### config.mk
export PLATFORM = sky130hd
export DESIGN_NAME = dual_port_ram_flat
export DESIGN_NICKNAME = d
export VERILOG_FILES = /design/src/rtl/dual_port_ram_if.sv /design/src/rtl/dual_port_ram.sv /design/src/flat_wrapper.sv
export SDC_FILE = /design/constraint.sdc
export NUM_CORES = 2
export LEC_CHECK = 0
export CORE_ASPECT_RATIO = 1.2
export CORE_MARGIN = 5
export CORE_UTILIZATION = 25
export DETAILED_ROUTE_END_ITERATION = 7
export PLACE_DENSITY = 0.37
export SYNTH_ARGS = -nofsm -noshare
export SYNTH_HDL_FRONTEND = slang
export SYNTH_SLANG_ARGS = --single-unit
### constraint.sdc
create_clock -name clk -period 2.9 [get_ports clk]
set_input_delay 0.29 -clock clk [delete_from_list [all_inputs] [get_ports clk]]
set_output_delay 0.29 -clock clk [all_outputs]
set_load 0.01 [all_outputs]
### src/rtl/dual_port_ram_if.sv
// ----------------------------------------------------------------------------
// Module   : dual_port_ram_if
// Brief    : Write/read/clear bus bundle for dual_port_ram.
// Revision : 1.0 - initial release
// ----------------------------------------------------------------------------
`default_nettype none

interface dual_port_ram_if #(
  parameter int ADDR_WIDTH = 6,
  parameter int DATA_WIDTH = 32
);
  logic                      clear_req;
  logic                      busy;
  logic                      wr_en;
  logic [ADDR_WIDTH-1:0]     wr_adr;
  logic [DATA_WIDTH-1:0]     wr_data;
  logic [DATA_WIDTH/8-1:0]   wr_be;
  logic                      rd_en;
  logic [ADDR_WIDTH-1:0]     rd_adr;
  logic [DATA_WIDTH-1:0]     rd_data;
  logic                      rd_valid;

  modport master (
    output clear_req, wr_en, wr_adr, wr_data, wr_be, rd_en, rd_adr,
    input  busy, rd_data, rd_valid
  );

  modport slave (
    input  clear_req, wr_en, wr_adr, wr_data, wr_be, rd_en, rd_adr,
    output busy, rd_data, rd_valid
  );
endinterface

`default_nettype wire

### src/rtl/dual_port_ram.sv
// ----------------------------------------------------------------------------
// Module   : dual_port_ram
// Brief    : 1W/1R synchronous RAM with byte enables, registered read and a
//            sequential whole-array clear engine.
// Revision : 1.0 - initial release
// ----------------------------------------------------------------------------
`default_nettype none

module dual_port_ram #(
  parameter int ADDR_WIDTH = 6,
  parameter int DATA_WIDTH = 32,
  parameter int RDW_MODE   = 0
) (
  input  wire                 clk,
  input  wire                 rst_n,
  dual_port_ram_if.slave      bus
);

  localparam int                    c_DEPTH = 1 << ADDR_WIDTH;
  localparam int                    c_NBYTE = DATA_WIDTH / 8;
  localparam logic [ADDR_WIDTH-1:0] c_LAST  = {ADDR_WIDTH{1'b1}};

  typedef enum logic [0:0] {
    S_CLEAR = 1'b0,
    S_READY = 1'b1
  } state_t;

  state_t                  r_state;
  state_t                  w_state_nxt;
  logic [ADDR_WIDTH-1:0]   r_clr_cnt;
  logic [ADDR_WIDTH-1:0]   w_clr_cnt_nxt;

  logic [DATA_WIDTH-1:0]   r_mem [c_DEPTH];
  logic [DATA_WIDTH-1:0]   r_rd_data;
  logic                    r_rd_valid;

  logic                    w_mem_we;
  logic [ADDR_WIDTH-1:0]   w_mem_adr;
  logic [DATA_WIDTH-1:0]   w_mem_wdata;
  logic [c_NBYTE-1:0]      w_mem_be;
  logic [DATA_WIDTH-1:0]   w_rd_word;
  logic                    w_rd_accept;

  always_ff @(posedge clk or negedge rst_n) begin
    if (!rst_n) begin
      r_state   <= S_CLEAR;
      r_clr_cnt <= '0;
    end else begin
      r_state   <= w_state_nxt;
      r_clr_cnt <= w_clr_cnt_nxt;
    end
  end

  // Completion is an explicit last-address compare, so the counter wrap is harmless.
  always_comb begin
    w_state_nxt   = r_state;
    w_clr_cnt_nxt = r_clr_cnt;
    w_mem_we      = 1'b0;
    w_mem_adr     = bus.wr_adr;
    w_mem_wdata   = bus.wr_data;
    w_mem_be      = bus.wr_be;
    case (r_state)
      S_CLEAR: begin
        w_mem_we      = 1'b1;
        w_mem_adr     = r_clr_cnt;
        w_mem_wdata   = '0;
        w_mem_be      = '1;
        w_clr_cnt_nxt = r_clr_cnt + ADDR_WIDTH'(1);
        if (r_clr_cnt == c_LAST) begin
          w_state_nxt = S_READY;
        end
      end
      default: begin
        w_mem_we = bus.wr_en;
        if (bus.clear_req) begin
          w_state_nxt   = S_CLEAR;
          w_clr_cnt_nxt = '0;
        end
      end
    endcase
  end

  always_ff @(posedge clk) begin
    if (w_mem_we) begin
      for (int b = 0; b < c_NBYTE; b++) begin
        if (w_mem_be[b]) begin
          r_mem[w_mem_adr][b*8 +: 8] <= w_mem_wdata[b*8 +: 8];
        end
      end
    end
  end

  generate
    if (RDW_MODE == 1) begin : g_rdw_new
      // Forward enabled write bytes on a same-address collision.
      always_comb begin
        w_rd_word = r_mem[bus.rd_adr];
        if (bus.wr_en && (bus.wr_adr == bus.rd_adr)) begin
          for (int b = 0; b < c_NBYTE; b++) begin
            if (bus.wr_be[b]) begin
              w_rd_word[b*8 +: 8] = bus.wr_data[b*8 +: 8];
            end
          end
        end
      end
    end else begin : g_rdw_old
      assign w_rd_word = r_mem[bus.rd_adr];
    end
  endgenerate

  assign w_rd_accept = (r_state == S_READY) && bus.rd_en;

  always_ff @(posedge clk or negedge rst_n) begin
    if (!rst_n) begin
      r_rd_data  <= '0;
      r_rd_valid <= 1'b0;
    end else begin
      r_rd_valid <= w_rd_accept;
      if (w_rd_accept) begin
        r_rd_data <= w_rd_word;
      end
    end
  end

  assign bus.busy     = (r_state == S_CLEAR);
  assign bus.rd_data  = r_rd_data;
  assign bus.rd_valid = r_rd_valid;

endmodule

`default_nettype wire

### src/flat_wrapper.sv
// flat-port wrapper written by rule: the top's interface ports become plain ports
module dual_port_ram_flat 
#(
  parameter int ADDR_WIDTH = 6,
  parameter int DATA_WIDTH = 32,
  parameter int RDW_MODE   = 0
)
  (clk, rst_n, bus_clear_req, bus_wr_en, bus_wr_adr, bus_wr_data, bus_wr_be, bus_rd_en, bus_rd_adr, bus_busy, bus_rd_data, bus_rd_valid);
  dual_port_ram_if #(.ADDR_WIDTH(ADDR_WIDTH), .DATA_WIDTH(DATA_WIDTH)) bus_i ();
  input  wire clk;
  input  wire rst_n;
  input wire logic [$bits(bus_i.clear_req)-1:0] bus_clear_req;
  input wire logic [$bits(bus_i.wr_en)-1:0] bus_wr_en;
  input wire logic [$bits(bus_i.wr_adr)-1:0] bus_wr_adr;
  input wire logic [$bits(bus_i.wr_data)-1:0] bus_wr_data;
  input wire logic [$bits(bus_i.wr_be)-1:0] bus_wr_be;
  input wire logic [$bits(bus_i.rd_en)-1:0] bus_rd_en;
  input wire logic [$bits(bus_i.rd_adr)-1:0] bus_rd_adr;
  output wire logic [$bits(bus_i.busy)-1:0] bus_busy;
  output wire logic [$bits(bus_i.rd_data)-1:0] bus_rd_data;
  output wire logic [$bits(bus_i.rd_valid)-1:0] bus_rd_valid;
  assign bus_i.clear_req = bus_clear_req;
  assign bus_i.wr_en = bus_wr_en;
  assign bus_i.wr_adr = bus_wr_adr;
  assign bus_i.wr_data = bus_wr_data;
  assign bus_i.wr_be = bus_wr_be;
  assign bus_i.rd_en = bus_rd_en;
  assign bus_i.rd_adr = bus_rd_adr;
  assign bus_busy = bus_i.busy;
  assign bus_rd_data = bus_i.rd_data;
  assign bus_rd_valid = bus_i.rd_valid;
  dual_port_ram #(.ADDR_WIDTH(ADDR_WIDTH), .DATA_WIDTH(DATA_WIDTH), .RDW_MODE(RDW_MODE)) u_core (.clk(clk), .rst_n(rst_n), .bus(bus_i));
endmodule
==> impl_metrics.json <==
{
  "num-fill-cells": 31130,
  "setup_viol": 0,
  "htreeDepth": 4,
  "die_area_um2": 335000,
  "clk_latency_ns": 0.86,
  "grt_pass1_vias": 43366,
  "track_usage_pct": 14.9,
  "core-area_um2": 322000,
  "final_max_slew_viol_count": 0,
  "path_cells": "buf_12 -> nand3b_1 -> and2_1 -> nor2_1 -> buf_4 -> nand2_1 -> nor2_2 -> buf_4",
  "cp.buffers_inverters": 3,
  "ys_seq_elements": 2088,
  "yosysWarnings": 0,
  "drive_above_1_share_pct": 27.9,
  "synth.distinct_cells": 44,
  "syn_avg_cell_area_um2": 20.4,
  "rows": 228,
  "synthToLayoutAreaGrowth_pct": 21.7,
  "grt_start_max_net_pins": 65,
  "synth_ff_type": "edfxtp_1",
  "async_flop_share_pct": 1.92,
  "viasPerCell": 4.52,
  "dr.first_iter.drc_count": 2866,
  "crit_path_frequent_cell": "buf_4",
  "vdd_drop_max_mv": 0.482,
  "min_period_ns": 2.74,
  "cts_tree": "yes",
  "placed_area_um2": 91400,
  "fmax_mhz": 364,
  "hold_path_class": "in -> async",
  "cts_num_sinks": 2088,
  "maxSlewHeadroom_pct": 21.8,
  "port_buffers": 86,
  "overflow": 0,
  "arrival_ns": 3.30,
  "required_ns": 3.46,
  "ant_nets": 0,
  "p_leak_nw": 32.3,
  "crit_start": "u_core.r_state$_DFF_PN0_",
  "final_nets": 4670,
  "cts-root-buf": "clkbuf_16",
  "cts_buffer_depth": 4,
  "endpoint_kind": "flop",
  "routed_wl_mm": 254,
  "grt_pass1_wl_mm": 353,
  "max_cap_viol_count": 0,
  "cp_top_family": "simple AND/OR/NAND/NOR gates",
  "synth_cells": 3965,
  "r2r_start": "u_core.r_state$_DFF_PN0_",
  "start_util_pct": 25.1,
  "antenna_found_initial": 13,
  "gp_congestion": 0.757,
  "status": "completed",
  "critPathMaxStageDelay_ns": 0.42,
  "startpoint_type": "flop",
  "yosysTopAreaCell": "edfxtp_1",
  "clk_pin_slew_ns": 0.06,
  "crit_slowest_cell": "dfrtp_2",
  "synth_top_area_share_pct": 76.2,
  "wl_per_cell_um": 28.1,
  "final_util_pct": 30.6,
  "io_pins": 87,
  "crit_path_max_fanout": 63,
  "die_x_um": 529,
  "hold_violations": 0,
  "rsz0062_at_grt": "false",
  "skew_ns": 0.0265,
  "die_h_um": 633,
  "fin_crit_sh_pct": 94.7,
  "syn_area_um2": 80800,
  "yosys-top-cells-area": "edfxtp_1 (76%), mux4_2 (11%), mux2i_1 (3.6%)",
  "drtPass1Iterations": 6,
  "synth_edf_count": 2048,
  "syn_nets": 4019,
  "ys_seq_area_share_pct": 77.4,
  "powerDensity_nw_per_um2": 764,
  "fin_area_um2": 98300,
  "cts_made_buffers": 217,
  "worstMarginPinSlew_ns": 1.17,
  "dp_hpwl_mm": 166,
  "worstSetupPathType": "reg -> reg",
  "dr_total_vias": 40853,
  "drcViolationCount": 0
}
==> layout make-up <==
type	count	area, um^2	share of cell area (%)
sequential	2088	62500	63.6
inverter	3	11.3	0.0115
clock inverter	125	1180	1.21
timing repair buffer	677	6400	6.51
multi-input combinational	1629	17200	17.5
antenna	4	10.0	0.0102
tap	4255	5320	5.42
clock buffer	265	5660	5.76
==> worst register-to-register path, cell delays in order, from the launching register on <==
cell and delay [ns]:
dfrtp_2 0.42, buf_12 0.19, nand3b_1 0.28, and2_1 0.19, nor2_1 0.10, buf_4 0.23, nand2_1 0.40, nor2_2 0.37
buf_4 0.26
==> report_power, final <==
group / internal (mW) / leakage (nW) / switching (mW) / total (mW)
Clock: 15.9 / 3.36 / 11.7 / 27.6
Sequential: 35.7 / 19.5 / 0.966 / 36.6
Combinational: 3.67 / 9.40 / 7.12 / 10.8
Total: 55.2 / 32.3 / 19.8 / 75.1
==> sequential cells by signal, summed over array words and instances, names as in the netlist <==
name and cells:
u_core.bus.rd_valid 1, u_core.bus.rd_data 32, u_core.r_mem 2048, u_core.r_clr_cnt 6, u_core.r_state 1
==> cells by family after synthesis <==
logic type | count (synthesis) | share of synthesized area [%]
buf+inv | 248 | 1.51
flops | 2088 | 77.4
compound gates | 369 | 3.31
xor+xnor | 4 | 0.0434
fa+ha+maj | 1 | 0.0155
simple gates | 578 | 3.38
mux | 677 | 14.3
==> cell usage in the layout, fill, tap and decap left out, types with 40 or more instances in the layout <==
cell type,netlist,routed
mux4_2,384,384
nand2_1,76,65
nor3_1,49,49
clkdlybuf4s50_1,0,82
a22oi_1,160,160
nand3_1,92,92
buf_4,19,503
clkinv_1,0,53
a211oi_1,62,62
clkbuf_1,110,45
buf_12,0,87
nor2_1,214,211
o22ai_1,69,69
mux2i_1,290,289
clkbuf_16,0,219
clkinv_2,0,40
edfxtp_1,2048,2048
==> worst paths after layout <==
| kind | end | slack (ns) | cells after the start |
|---|---|---|---|
| worst max-delay path | u_core.r_mem[62][21]$_DFFE_PP_ | 0.16 | 8 |
| min in group clk | u_core.r_clr_cnt[1]$_DFFE_PN0P_ | 0.19 | 2 |
| max in group asynchronous | u_core.r_state$_DFF_PN0_ | 2.05 | 3 |
| worst min-delay path | u_core.bus.rd_valid$_DFF_PN0_ | 0.1 | 2 |
| worst max register to register | u_core.r_mem[62][21]$_DFFE_PP_ | 0.16 | 8 |
| worst min register to register | u_core.r_clr_cnt[4]$_DFFE_PN0P_ | 0.59 | 2 |
==> through the flow <==
| step | TNS, ns | power, mW | worst slack [ns] | hold WS, ns | cells |
|---|---|---|---|---|---|
| floorplan | 0 | 41.2 | 0.307 | -0.00559 | 3965 |
| global placement | -3.37 | 48.5 | -0.164 | 0.489 | 8651 |
| detailed placement | -3.92 | 48.5 | -0.203 | 0.483 | 8651 |
| CTS | 0 | 76.5 | 0.0981 | 0.0745 | 9042 |
| global route | 0 | 77.9 | 0.105 | 0.110 | 9043 |
| finish | 0 | 75.1 | 0.155 | 0.0981 | 9046 |
==> cells in the mapped netlist, types with 36 or more instances <==
cell type / count
mux2i_1: 290
nor3_1: 49
edfxtp_1: 2048
nor2_1: 214
nand2_1: 76
buf_2: 76
a211oi_1: 62
a22oi_1: 160
clkbuf_1: 110
o22ai_1: 69
mux4_2: 384
dfrtp_1: 40
a21oi_1: 36
nand3_1: 92
==> what timing repair did <==
action | 4_1_cts | 5_1_grt
hold buffers | 1 | 0
gates resized for setup | 2 | 0
endpoints found under the hold margin | 22 | 0
endpoints found under the setup margin | 8 | 0
setup buffers | 0 | 0
==> layer usage <==
metal | global-route usage [%] | up-vias | part of all wire (%)
li1 | - | 17754 | -
met1 | 18.6 | 22028 | 41
met2 | 27.3 | 774 | 53
met3 | 1.77 | 297 | 3.4
met4 | 3.91 | 0 | 2.7
met5 | 0 | - | 0
Power figures use the tool's default switching activity.
